<file path="config.mk">
export PLATFORM = sky130hd
export DESIGN_NAME = ghost_mode_scheduler
export DESIGN_NICKNAME = d
export VERILOG_FILES = /design/src/rtl/ghost_mode_scheduler.sv
export SDC_FILE = /design/constraint.sdc
export NUM_CORES = 1
export LEC_CHECK = 0
export ABC_AREA = 1
export ABC_CLOCK_PERIOD_IN_PS = 2070
export BUFFER_PORTS_ARGS = -buffer_cell sky130_fd_sc_hd__buf_2
export CELL_PAD_IN_SITES_DETAIL_PLACEMENT = 0
export CELL_PAD_IN_SITES_GLOBAL_PLACEMENT = 1
export CORE_MARGIN = 4
export CORE_UTILIZATION = 42
export DETAILED_ROUTE_END_ITERATION = 6
export PLACE_DENSITY = 0.81
export SLEW_MARGIN = 20
export SYNTH_ARGS = -nofsm -noshare
export SYNTH_HDL_FRONTEND = slang
export SYNTH_SLANG_ARGS = --single-unit
</file>
<file path="constraint.sdc">
create_clock -name frame_clk -period 2.07 [get_ports frame_clk]
set_input_delay 0.3105 -clock frame_clk [delete_from_list [all_inputs] [get_ports frame_clk]]
set_output_delay 0.3105 -clock frame_clk [all_outputs]
set_load 0.1 [all_outputs]
</file>
<file path="src/rtl/ghost_mode_scheduler.sv">
// Frame-rate ghost mode sequencer: scatter/chase phase timing, frightened/eyes tracking,
// and PacMan/ghost collision arbitration into eat and catch events.
module ghost_mode_scheduler #(
  parameter int SCATTER_FRAMES = 420,
  parameter int CHASE_FRAMES   = 1200,
  parameter int FRIGHT_FRAMES  = 360,
  parameter int FLASH_FRAMES   = 120,
  parameter int NUM_PHASES     = 4,
  parameter int DEATH_FRAMES   = 90,
  parameter int CNT_W          = 12
) (
  input  logic       frame_clk,
  input  logic       Reset,
  input  logic       start,
  input  logic       pause,
  input  logic       power_pellet,
  input  logic [3:0] ghost_touch,
  input  logic [3:0] ghost_home,
  output logic [1:0] mode,
  output logic [2:0] phase,
  output logic [3:0] frightened,
  output logic [3:0] eyes,
  output logic       flash,
  output logic       reverse,
  output logic       eat_pulse,
  output logic [1:0] eat_combo,
  output logic       caught
);

  localparam logic [1:0] MODE_IDLE    = 2'b00;
  localparam logic [1:0] MODE_SCATTER = 2'b01;
  localparam logic [1:0] MODE_CHASE   = 2'b10;
  localparam logic [1:0] MODE_DYING   = 2'b11;

  localparam logic [CNT_W-1:0] SCATTER_LOAD = CNT_W'(SCATTER_FRAMES - 1);
  localparam logic [CNT_W-1:0] CHASE_LOAD   = CNT_W'(CHASE_FRAMES - 1);
  localparam logic [CNT_W-1:0] FRIGHT_LOAD  = CNT_W'(FRIGHT_FRAMES - 1);
  localparam logic [CNT_W-1:0] DEATH_LOAD   = CNT_W'(DEATH_FRAMES - 1);
  localparam logic [CNT_W-1:0] FLASH_LIMIT  = CNT_W'(FLASH_FRAMES);
  localparam logic [CNT_W-1:0] CNT_ZERO     = '0;
  localparam logic [CNT_W-1:0] CNT_ONE      = CNT_W'(1);
  localparam logic [2:0]       LAST_PHASE   = 3'(NUM_PHASES - 1);

  logic [1:0]       mode_q, mode_d;
  logic [2:0]       phase_q, phase_d;
  logic [CNT_W-1:0] phase_tmr_q, phase_tmr_d;
  logic [CNT_W-1:0] fright_tmr_q, fright_tmr_d;
  logic [CNT_W-1:0] death_tmr_q, death_tmr_d;
  logic             fright_act_q, fright_act_d;
  logic [3:0]       frightened_q, frightened_d;
  logic [3:0]       eyes_q, eyes_d;
  logic             flash_q, flash_d;
  logic             reverse_q, reverse_d;
  logic             eat_q, eat_d;
  logic [1:0]       eat_combo_q, eat_combo_d;
  logic             caught_q, caught_d;
  logic [1:0]       combo_q, combo_d;

  logic [3:0] touch_normal;
  logic [3:0] eat_cand;
  logic [3:0] eat_sel;

  // Collisions are judged against last frame's frightened/eyes, never this frame's pellet.
  assign touch_normal = ghost_touch & ~frightened_q & ~eyes_q;
  assign eat_cand     = ghost_touch & frightened_q & ~eyes_q;
  assign eat_sel      = eat_cand & (~eat_cand + 4'd1);

  always_comb begin
    mode_d       = mode_q;
    phase_d      = phase_q;
    phase_tmr_d  = phase_tmr_q;
    fright_tmr_d = fright_tmr_q;
    death_tmr_d  = death_tmr_q;
    fright_act_d = fright_act_q;
    frightened_d = frightened_q;
    eyes_d       = eyes_q;
    flash_d      = flash_q;
    combo_d      = combo_q;
    reverse_d    = reverse_q;
    eat_d        = eat_q;
    eat_combo_d  = eat_combo_q;
    caught_d     = caught_q;

    if (!pause) begin
      reverse_d   = 1'b0;
      eat_d       = 1'b0;
      eat_combo_d = 2'd0;
      caught_d    = 1'b0;

      case (mode_q)
        MODE_IDLE: begin
          if (start) begin
            mode_d      = MODE_SCATTER;
            phase_d     = 3'd0;
            phase_tmr_d = SCATTER_LOAD;
          end
        end

        MODE_SCATTER, MODE_CHASE: begin
          // A pellet frame also holds the phase timer, so it resumes at the value it showed.
          if (!fright_act_q) begin
            if (phase_tmr_q == CNT_ZERO) begin
              if (mode_q == MODE_SCATTER) begin
                mode_d      = MODE_CHASE;
                phase_tmr_d = CHASE_LOAD;
                reverse_d   = 1'b1;
              end else if (phase_q != LAST_PHASE) begin
                mode_d      = MODE_SCATTER;
                phase_d     = phase_q + 3'd1;
                phase_tmr_d = SCATTER_LOAD;
                reverse_d   = 1'b1;
              end
            end else if (!power_pellet) begin
              phase_tmr_d = phase_tmr_q - CNT_ONE;
            end
          end

          if (fright_act_q) begin
            if (fright_tmr_q == CNT_ZERO) begin
              fright_act_d = 1'b0;
              frightened_d = 4'd0;
            end else begin
              fright_tmr_d = fright_tmr_q - CNT_ONE;
            end
          end

          if (touch_normal == 4'd0 && eat_cand != 4'd0) begin
            frightened_d = frightened_d & ~eat_sel;
            eyes_d       = eyes_q | eat_sel;
            eat_d        = 1'b1;
            eat_combo_d  = combo_q;
            combo_d      = (combo_q == 2'd3) ? 2'd3 : combo_q + 2'd1;
          end

          eyes_d = eyes_d & ~ghost_home;

          if (power_pellet) begin
            fright_tmr_d = FRIGHT_LOAD;
            fright_act_d = 1'b1;
            frightened_d = ~eyes_d;
            combo_d      = 2'd0;
            reverse_d    = 1'b1;
          end

          // A catch overrides every other event of the frame.
          if (touch_normal != 4'd0) begin
            mode_d       = MODE_DYING;
            death_tmr_d  = DEATH_LOAD;
            caught_d     = 1'b1;
            frightened_d = 4'd0;
            eyes_d       = 4'd0;
            fright_act_d = 1'b0;
            fright_tmr_d = CNT_ZERO;
            combo_d      = 2'd0;
            reverse_d    = 1'b0;
            eat_d        = 1'b0;
            eat_combo_d  = 2'd0;
          end
        end

        MODE_DYING: begin
          if (death_tmr_q == CNT_ZERO) begin
            mode_d       = MODE_IDLE;
            phase_d      = 3'd0;
            phase_tmr_d  = CNT_ZERO;
            fright_tmr_d = CNT_ZERO;
          end else begin
            death_tmr_d = death_tmr_q - CNT_ONE;
          end
        end

        default: mode_d = MODE_IDLE;
      endcase

      flash_d = fright_act_d && (fright_tmr_d < FLASH_LIMIT);
    end
  end

  always_ff @(posedge frame_clk) begin
    if (Reset) begin
      mode_q       <= MODE_IDLE;
      phase_q      <= 3'd0;
      phase_tmr_q  <= CNT_ZERO;
      fright_tmr_q <= CNT_ZERO;
      death_tmr_q  <= CNT_ZERO;
      fright_act_q <= 1'b0;
      frightened_q <= 4'd0;
      eyes_q       <= 4'd0;
      flash_q      <= 1'b0;
      combo_q      <= 2'd0;
      reverse_q    <= 1'b0;
      eat_q        <= 1'b0;
      eat_combo_q  <= 2'd0;
      caught_q     <= 1'b0;
    end else begin
      mode_q       <= mode_d;
      phase_q      <= phase_d;
      phase_tmr_q  <= phase_tmr_d;
      fright_tmr_q <= fright_tmr_d;
      death_tmr_q  <= death_tmr_d;
      fright_act_q <= fright_act_d;
      frightened_q <= frightened_d;
      eyes_q       <= eyes_d;
      flash_q      <= flash_d;
      combo_q      <= combo_d;
      reverse_q    <= reverse_d;
      eat_q        <= eat_d;
      eat_combo_q  <= eat_combo_d;
      caught_q     <= caught_d;
    end
  end

  assign mode       = mode_q;
  assign phase      = phase_q;
  assign frightened = frightened_q;
  assign eyes       = eyes_q;
  assign flash      = flash_q;
  assign reverse    = reverse_q;
  assign eat_pulse  = eat_q;
  assign eat_combo  = eat_combo_q;
  assign caught     = caught_q;

endmodule
</file>
==> summary.md <==
| Metric | Value |
|---|---|
| Vias in the first global route | `3326` |
| Yosys top cell area share | `33.0%` |
| Routed WL per cell | `12.4 um` |
| CP Buf/Inv Count | `3` |
| Tcrit/Tclk final | `94.4%` |
| Slew Limit Headroom | `67.2%` |
| Worst setup EP type | `flip-flop` |
| Max Cap Violations | `0` |
| Die width | `99.5 um` |
| Synth area leader | `dfxtp_1` |
| Most frequent cell on the critical path | `nor2_1` |
| Most common cell after layout, fill and taps aside | `nand2_1` |
| Clock slew at reported path FFs | `70 ps` |
| Max VDD drop | `0.000458 V` |
| TritonRoute pass-1 iters | `6` |
| Routed Antenna Nets | `0` |
| Die Area | `9900 um2` |
| Total negative slack | `0 ps` |
| Hold Path Class | `primary input to flip-flop` |
| Status | `completed` |
| Post-synth top flop | `dfxtp_1` |
| Ys async rst share | `0%` |
| Count of final setup violators | `0` |
| CTS tree | `built` |
| # rows | `33` |
| Tightest Pin Transition | `495 ps` |
| Crit path DAT | `2180 ps` |
| Grt ovf | `0` |
| Share of cells above drive strength 1 | `18.3%` |
| Mapped Nets | `569` |
| Vias per cell | `5.05` |
| Clock Path Buffers | `2` |
| Syn. warnings | `0` |
| Drt drc | `0` |
| Clk_lat worst skew | `340 ps` |
| Final slew viol count | `0` |
| Critical-path maximum fanout | `8` |
| PD cells | `821 nW/um2` |
| Yosys cell types | `39` |
| Io pins | `32` |
| Clk root buf | `clkbuf_8` |
| Synth top area cells | `dfxtp_1, nand2_1, a21oi_1, inv_1, nand3_1` |
| RSZ-0062 raised after global routing | `true` |
| Initial antenna violation count | `0` |
| Number of synthesized flops with an enable pin | `0` |
| Gr usage total | `18.8%` |
| Clock sinks | `58` |
| Critical Path Start Type | `flip-flop` |
| Setup CP Type | `flip-flop to flip-flop` |
| First-pass GRT wire length | `15100 um` |
| Initial Util | `43.0%` |
| Commonest non-fill, non-tap cells in the layout | `nand2_1, inv_1, nor2_1, a21oi_1, dfxtp_1` |
| CP max stage delay | `360 ps` |
| Mapped Area | `3510 um2` |
| Antenna cells | `0` |
| Pleak | `1.84 nW` |
| Port bufs | `31` |
| Final #Nets | `613` |
| Syn Inst Count | `547` |
| DRT iter0 DRCs | `115` |
| Core area | `8180 um2` |
| Largest net degree at the start of global routing | `38` |
| H-Tree Depth | `3` |
| Critical-path cell list | `inv_1, ha_4, inv_2, nor2_1, nand2_1, nor2_2, inv_1, nor2_1, nor2_1, nand3_1, nor2_1, nor2_1, nor2_1` |
| Syn-to-layout area delta | `17.7%` |
| Register area share after synthesis | `33.0%` |
| Fmax | `512 MHz` |
| Power consumption | `3.40 mW` |
| RePlAce Congestion | `0.877` |
| Post-Route Skew | `10.9 ps` |
| Register bit total from synthesis | `58` |
| Hold-fix buffer count after cts | `0` |
| Crit path required time | `2290 ps` |
| Fillers | `847` |
| Final wirelength | `8680 um` |
| Reg2Reg Setup Slack | `120 ps` |
| Final Core Density | `50.6%` |
| Slowest CP cell | `dfxtp_4` |
| Avg Cell Area, Syn | `6.43 um2` |
| TritonCTS buffer count | `9` |
| Delay-heaviest family, CP | `simple AND/OR/NAND/NOR gates` |
| Final min period | `1950 ps` |
| Dpl hpwl | `6470 um` |
| Final Hold Vio Count | `0` |
| Via count | `3535` |
| Die span in y | `99.5 um` |
==> synthesized netlist by cell type (2+ instances only) <==
| master | count |
|---|---|
| o21ai_0 | 24 |
| xor2_1 | 7 |
| nand2_4 | 2 |
| a31oi_1 | 6 |
| xnor2_1 | 2 |
| nor2_4 | 3 |
| nor3_1 | 7 |
| o21ai_2 | 2 |
| ha_1 | 9 |
| inv_1 | 65 |
| nand4_1 | 6 |
| a211oi_2 | 2 |
| nand3b_1 | 4 |
| dfxtp_1 | 58 |
| nand2_2 | 6 |
| clkinv_1 | 2 |
| nor2_2 | 7 |
| nand2_1 | 150 |
| nor2_1 | 58 |
| o21bai_1 | 2 |
| clkbuf_1 | 10 |
| o211ai_1 | 4 |
| a21oi_1 | 51 |
| nand3_1 | 45 |
==> layer usage <==
metal	part of all wire (%)	vias up	wire (um)	global-route usage [%]
met4	0.60	0	52	5.57
met1	50	1614	4360	25.5
met3	4.2	4	368	5.19
met5	0	-	0	0
met2	45	56	3890	29.1
li1	-	1861	-	-
==> worst reg2reg max path, delay by kind of cell (launching register included) <==
kind | cells | cell delay, ps
adders and majority gates | 1 | 270
buffers and inverters | 3 | 200
and+or+nand+nor | 9 | 1010
DFF | 1 | 360
==> kinds of logic (layout without fill, tap and decap cells) <==
kind of cell | count (synthesis) | count (layout) | share of synthesized area [%]
XOR/XNOR | 9 | 9 | 2.24
adder cells (fa/ha/maj) | 9 | 9 | 3.20
AND/OR/NAND/NOR | 295 | 295 | 37.3
AO/OA/AOI/OAI | 96 | 96 | 15.4
buffers and inverters | 80 | 128 | 8.79
flip-flops | 58 | 58 | 33.0
==> what timing repair did <==
item                       in CTS  in global routing
setup endpoints to repair       0                 12
gates resized for setup         0                 10
setup buffers                   0                  3
==> area by class of cell <==
type / instances / area (um2) / area share (%)
Clock buffer: 13 / 169 / 4.08
Tap cell: 105 / 131 / 3.18
Inverter: 68 / 255 / 6.17
Timing Repair Buffer: 45 / 273 / 6.59
Multi-Input combinational cell: 409 / 2090 / 50.6
Clock inverter: 2 / 35.0 / 0.847
Sequential cell: 58 / 1180 / 28.6
==> worst paths after layout <==
| check | start | end | cells past startpoint |
|---|---|---|---|
| min | ghost_home[2] | eyes[2] | 4 |
| max reg2reg | mode[0] | flash | 13 |
| max | mode[0] | flash | 13 |
| min reg2reg | eat_combo[1] | eat_combo[1] | 2 |
==> metrics by stage <==
step                      hold WS (ps)  instances  setup WS [ps]  cell area [um2]
final                              229        700            116             4140
after detailed placement           453        682           84.2             3880
after global routing               234        700          -14.8             4140
after floorplan                    431        547           26.6             3550
after global placement             447        682            130             3880
after CTS                          208        697           73.3             4080
==> flip-flops by register name, indices dropped and copies added (netlist names) <==
name	count
flash	1
frightened	4
reverse	1
combo_q	2
phase	3
fright_tmr_q	12
eyes	4
fright_act_q	1
eat_pulse	1
death_tmr_q	12
mode	2
eat_combo	2
caught	1
phase_tmr_q	12
==> report_power, final <==
group / internal (mW) / leakage, nW / switching (mW) / total, mW
registers: 1.21 / 0.479 / 0.0817 / 1.29
logic: 0.341 / 1.25 / 0.670 / 1.01
clock network: 0.647 / 0.106 / 0.449 / 1.10
No activity file was read; power rests on OpenSTA's default activity.
